[config.mk]
export PLATFORM = sky130hd
export DESIGN_NAME = exe_issue_ctrl
export DESIGN_NICKNAME = d
export VERILOG_FILES = /design/src/rtl/exe_issue_ctrl.sv
export SDC_FILE = /design/constraint.sdc
export NUM_CORES = 1
export LEC_CHECK = 0
export CAP_MARGIN = 20
export CORE_MARGIN = 2
export CORE_UTILIZATION = 46
export DETAILED_ROUTE_END_ITERATION = 12
export PLACE_DENSITY = 0.75
export SLEW_MARGIN = 20
export SYNTH_ARGS = -nofsm -noshare
export SYNTH_HDL_FRONTEND = slang
export SYNTH_SLANG_ARGS = --single-unit
[constraint.sdc]
create_clock -name clk_i -period 5.8 [get_ports clk_i]
set_input_delay 1.74 -clock clk_i [delete_from_list [all_inputs] [get_ports clk_i]]
set_output_delay 1.74 -clock clk_i [all_outputs]
set_load 0.1 [all_outputs]
[src/rtl/exe_issue_ctrl.sv]
// Scoreboard-based issue controller: RAW/WAW/structural hazard detection, a
// sequencer for the shared multi-cycle unit, and a saturating stall counter.
module exe_issue_ctrl #(
  parameter int NREG        = 32,
  parameter int RADDR_WIDTH = 5,
  parameter int MC_LAT      = 4,
  parameter int CNT_WIDTH   = 16
) (
  input  logic                   clk_i,
  input  logic                   rst_i,
  input  logic                   issue_valid_i,
  input  logic [RADDR_WIDTH-1:0] rs1_i,
  input  logic [RADDR_WIDTH-1:0] rs2_i,
  input  logic                   rs1_use_i,
  input  logic                   rs2_use_i,
  input  logic [RADDR_WIDTH-1:0] rd_i,
  input  logic                   we_i,
  input  logic                   mc_i,
  output logic                   issue_ready_o,
  output logic                   exe_start_o,
  output logic                   mc_start_o,
  output logic                   mc_busy_o,
  output logic                   mc_done_o,
  input  logic                   wb_we_i,
  input  logic [RADDR_WIDTH-1:0] wb_waddr_i,
  input  logic                   flush_i,
  output logic [CNT_WIDTH-1:0]   stall_cnt_o
);

  typedef enum logic [0:0] {IDLE, BUSY} state_t;

  state_t          state;
  logic [3:0]      cnt;
  logic [NREG-1:0] sb;
  logic [NREG-1:0] clr;
  logic [NREG-1:0] eff;
  logic [NREG-1:0] sb_next;
  logic            raw;
  logic            waw;
  logic            hz_struct;
  logic            fire;
  logic            stall;

  // A register retired this cycle is bypassed, so it is not a hazard.
  always_comb begin
    clr = '0;
    if (wb_we_i) clr[wb_waddr_i] = 1'b1;
    eff    = sb & ~clr;
    eff[0] = 1'b0;
  end

  always_comb begin
    raw           = (rs1_use_i & eff[rs1_i]) | (rs2_use_i & eff[rs2_i]);
    waw           = we_i & eff[rd_i];
    hz_struct     = mc_i & (state == BUSY);
    issue_ready_o = !rst_i && !flush_i && !raw && !waw && !hz_struct;
    fire          = issue_valid_i & issue_ready_o;
    exe_start_o   = fire & !mc_i;
    mc_start_o    = fire & mc_i;
    stall         = issue_valid_i & !issue_ready_o & !flush_i;
  end

  // Set is applied after clear so a new producer owns a register retired this cycle.
  always_comb begin
    sb_next = sb & ~clr;
    if (fire && we_i && (rd_i != '0)) sb_next[rd_i] = 1'b1;
  end

  always_ff @(posedge clk_i) begin
    if (rst_i) begin
      sb          <= '0;
      state       <= IDLE;
      cnt         <= '0;
      mc_busy_o   <= 1'b0;
      mc_done_o   <= 1'b0;
      stall_cnt_o <= '0;
    end else begin
      if (stall && (stall_cnt_o != '1)) stall_cnt_o <= stall_cnt_o + CNT_WIDTH'(1);

      if (flush_i) begin
        sb        <= '0;
        state     <= IDLE;
        cnt       <= '0;
        mc_busy_o <= 1'b0;
        mc_done_o <= 1'b0;
      end else begin
        sb <= sb_next;
        unique case (state)
          IDLE: begin
            if (mc_start_o) begin
              state     <= BUSY;
              cnt       <= 4'(MC_LAT - 1);
              mc_busy_o <= 1'b1;
              mc_done_o <= (MC_LAT == 2);
            end else begin
              mc_done_o <= 1'b0;
            end
          end
          BUSY: begin
            // done is raised on the edge where cnt reaches 1 so it marks the last busy cycle
            if (cnt > 4'd1) begin
              cnt       <= cnt - 4'd1;
              mc_done_o <= (cnt == 4'd2);
            end else begin
              state     <= IDLE;
              cnt       <= '0;
              mc_busy_o <= 1'b0;
              mc_done_o <= 1'b0;
            end
          end
          default: state <= IDLE;
        endcase
      end
    end
  end

endmodule

==> results by group <==
Run status
  – Outcome: finished clean

Logic synthesis
  – Post-synth EDFFs: 0
  – Main combinational cell family by area after synthesis: simple AND/OR/NAND/NOR gates
  – Mux cell area share after synthesis: 0.134
  – Post-synthesis compound-gate area fraction: 0.243
  – Syn Std Cell Area: 0.00426 sq mm
  – Post-synth ARST share: 0
  – Synth Area in Adders: 0.0118
  – Post-synthesis simple-gate area fraction: 0.272
  – Seq/Total Area, Yosys: 0.254
  – Synth warn: 0
  – Syn Area/Cell: 8.68 sq um
  – Synth Register Bits: 54
  – Netlist cell types: 81
  – Synth Area in XOR/XNOR: 0.0141
  – Gate Count Post-Synth: 490
  – Mapped Nets: 523
  – Ys flop type: dfxtp_1

Clock tree
  – CTS tree: yes
  – Num CTS Buffers: 5
  – H-tree depth: 2
  – Hold_buf cts: 0
  – Reg clk slew, reported paths: 0.10 ns
  – Clk sinks: 54
  – CTS Buffer Depth: 2
  – Clock Latency Late Sink: 0.31 ns
  – Root Driver: clkbuf_8

Pwr
  – Flop pwr share: 0.451
  – Clk pwr share: 0.278
  – Int Power: 0.569 mW
  – VDD IR max: 115 uV
  – Switching pwr: 0.260 mW
  – Combinational Power Share: 0.271
  – P per Cell Area: 142 mW/mm^2
  – Net Sw Frac: 0.313
  – Leak pwr: 2.11 nW

Timing
  – Headroom to the max-slew limit: 0.334
  – Final setup margin: 0.0749 ns
  – Slew @ Worst Pin: 0.995 ns
  – Fin crit period: 5.73 ns
  – Fin. Hold Viols: 0
  – Max frequency: 175 MHz
  – Setup Skew: 0.00597 ns
  – Setup violations, final: 0
  – Period utilization: 0.987
  – Slew Viols, Final: 0

Critical path
  – CP Class: in2out
  – WP data required: 4.06 ns
  – WP data arrival: 3.99 ns
  – Worst Path Max Fanout: 10
  – Worst Setup Start Kind: primary input
  – CP Capture Type: output pin

Global routing
  – GRT overflow: 0
  – Initial antenna violation count: 0
  – Tot GR Track Use: 0.278
  – Vias in the first global route: 4530
  – First-pass GRT wire length: 22300 microns
  – Pin count of the biggest net entering global routing: 31

Die
  – Initial cell density of the core: 0.467
  – Number of core rows: 35
  – Core Footprint: 0.00911 sq mm
  – Die Width: 100 microns
  – Io pins: 50
  – Die Area: 0.0100 sq mm
  – Die H: 100 microns

Layout
  – Share of cells above drive strength 1: 0.324
  – Diodes inserted: 0
  – Post-layout util: 0.640
  – Number of fill cells: 797
  – Nets: 637
  – Post-Layout Inst Area: 0.00583 sq mm
  – Most common cell after layout, fill and taps aside: buf_4
  – Most frequent cells in the layout: 82 x buf_4, 54 x dfxtp_1, 33 x nor2_1, 30 x clkdlybuf4s50_1, 26 x o211ai_1
  – Area grow syn2layout: 37.0%

Route
  – DR DRC count: 0
  – Detailed Route WL: 14400 microns
  – Via count: 4553
  – Via-per-instance ratio: 6.36
  – WL per Instance: 20.1 microns
  – First-pass iteration count of the detailed router: 5
  – DR iter-0 viols: 376
  – Antenna viol nets, final: 0

Place
  – PortBufs: 49
  – Post-DP HPWL: 10300 microns
  – Pre-CTS WS: -0.424 ns
  – GP Congestion: 1.01
  – Dpl cell area: 0.00534 sq mm

Job
  – Number of max-cap violations: 0

Min path
  – HP Class: reg2reg
-- routing by layer --
layer	global-route usage	up-vias	share of wire
li1	-	2114	-
met4	0.146	0	0.048
met1	0.336	2148	0.40
met2	0.485	232	0.49
met5	0	-	0
met3	0.0286	59	0.062
-- worst max-delay path, stage by stage --
cell and delay (ns):
dlygate4sd2_1 0.24, buf_12 0.16, buf_4 0.14, mux2i_2 0.27
mux2i_1 0.14, a211oi_2 0.35, a2111oi_4 0.12, nand3_1 0.12
and4bb_4 0.31, nand2_4 0.07, nor2_4 0.13, buf_12 0.18
-- flip-flops by register name (all words and copies together) (netlist names) --
name	count
sb	31
state	1
stall_cnt_o	16
cnt	4
mc_done_o	1
mc_busy_o	1
-- area by class of cell --
type                       count  area (sq um)  share of cell area
multi-input combinational    380          3140               0.538
inverter                      16          63.8              0.0109
tap                          111           139              0.0238
clock buffer                   6          82.6              0.0142
sequential                    54          1080               0.185
timing repair buffer         147          1310               0.225
clock inverter                 2          16.3             0.00279
-- cell families after synthesis --
group | count (synthesis)
AOI/OAI and AO/OA | 146
xor gates and xnor gates | 6
adders and majority gates | 4
buffers and inverters | 56
DFF | 54
muxes | 46
and+or+nand+nor | 178
-- synthesized netlist by cell type, types with 4 or more instances --
cell | instances | area [sq um]
o211ai_1 | 26 | 195
clkbuf_1 | 14 | 52.6
o21ai_0 | 26 | 130
ha_1 | 4 | 50.1
mux2_4 | 9 | 135
nand3_1 | 16 | 80.1
nor3_1 | 10 | 50.1
o22ai_1 | 22 | 138
buf_4 | 4 | 30.0
o311ai_0 | 8 | 70.1
nand4_1 | 10 | 62.6
a211oi_1 | 4 | 30.0
inv_1 | 16 | 60.1
nor3b_1 | 4 | 30.0
a21oi_1 | 9 | 45.0
o2111ai_1 | 4 | 35.0
dfxtp_1 | 54 | 1080
buf_2 | 15 | 75.1
buf_6 | 4 | 45.0
nor2b_1 | 15 | 93.8
mux2i_1 | 22 | 220
nand3b_1 | 9 | 67.6
o21ai_1 | 9 | 45.0
nor2_1 | 34 | 128
nand2b_1 | 10 | 62.6
nand2_1 | 19 | 71.3
mux4_2 | 4 | 90.1
o41ai_1 | 6 | 52.6
and2_1 | 6 | 37.5
mux2_2 | 11 | 124
or4b_1 | 4 | 40.0
-- path summary, 6_finish.rpt --
| check | cells past startpoint | to | slack (ns) | startpoint |
|---|---|---|---|---|
| max | 12 | exe_start_o | 0.07 | rs2_i[0] |
| min | 1 | mc_busy_o$_SDFFE_PP0P_ | 0.48 | mc_busy_o$_SDFFE_PP0P_ |
| max reg2reg | 10 | stall_cnt_o[7]$_SDFFE_PP0P_ | 2.79 | sb[25]$_SDFF_PP0_ |
| min reg2reg | 1 | mc_busy_o$_SDFFE_PP0P_ | 0.48 | mc_busy_o$_SDFFE_PP0P_ |
-- repair_timing --
action	4_1_cts	5_1_grt
resized for setup	45	46
endpoints found under the hold margin	0	0
pin swaps	9	17
setup buffers	6	3
cloned	3	3
endpoints found under the setup margin	3	3
-- stage by stage --
stage          setup TNS, ns  hold WS, ns  std cells  total power, mW
6_report                   0        0.480        716            0.828
4_1_cts                    0        0.485        711            0.813
2_1_floorplan         -0.109        0.478        490            0.493
3_5_place_dp           -1.10        0.458        694            0.576
5_1_grt              -0.0148        0.516        716            0.853
3_3_place_gp          -0.918        0.455        694            0.573
-- power groups by stage --
stage	clock [mW]	combinational [mW]	sequential (mW)
final	0.230	0.225	0.374
after global routing	0.243	0.236	0.374
after CTS	0.232	0.207	0.374
after detailed placement	0	0.193	0.382
after global placement	0	0.191	0.382
after floorplan	0	0.105	0.389
Note: power is estimated with default switching activity, not from simulation.
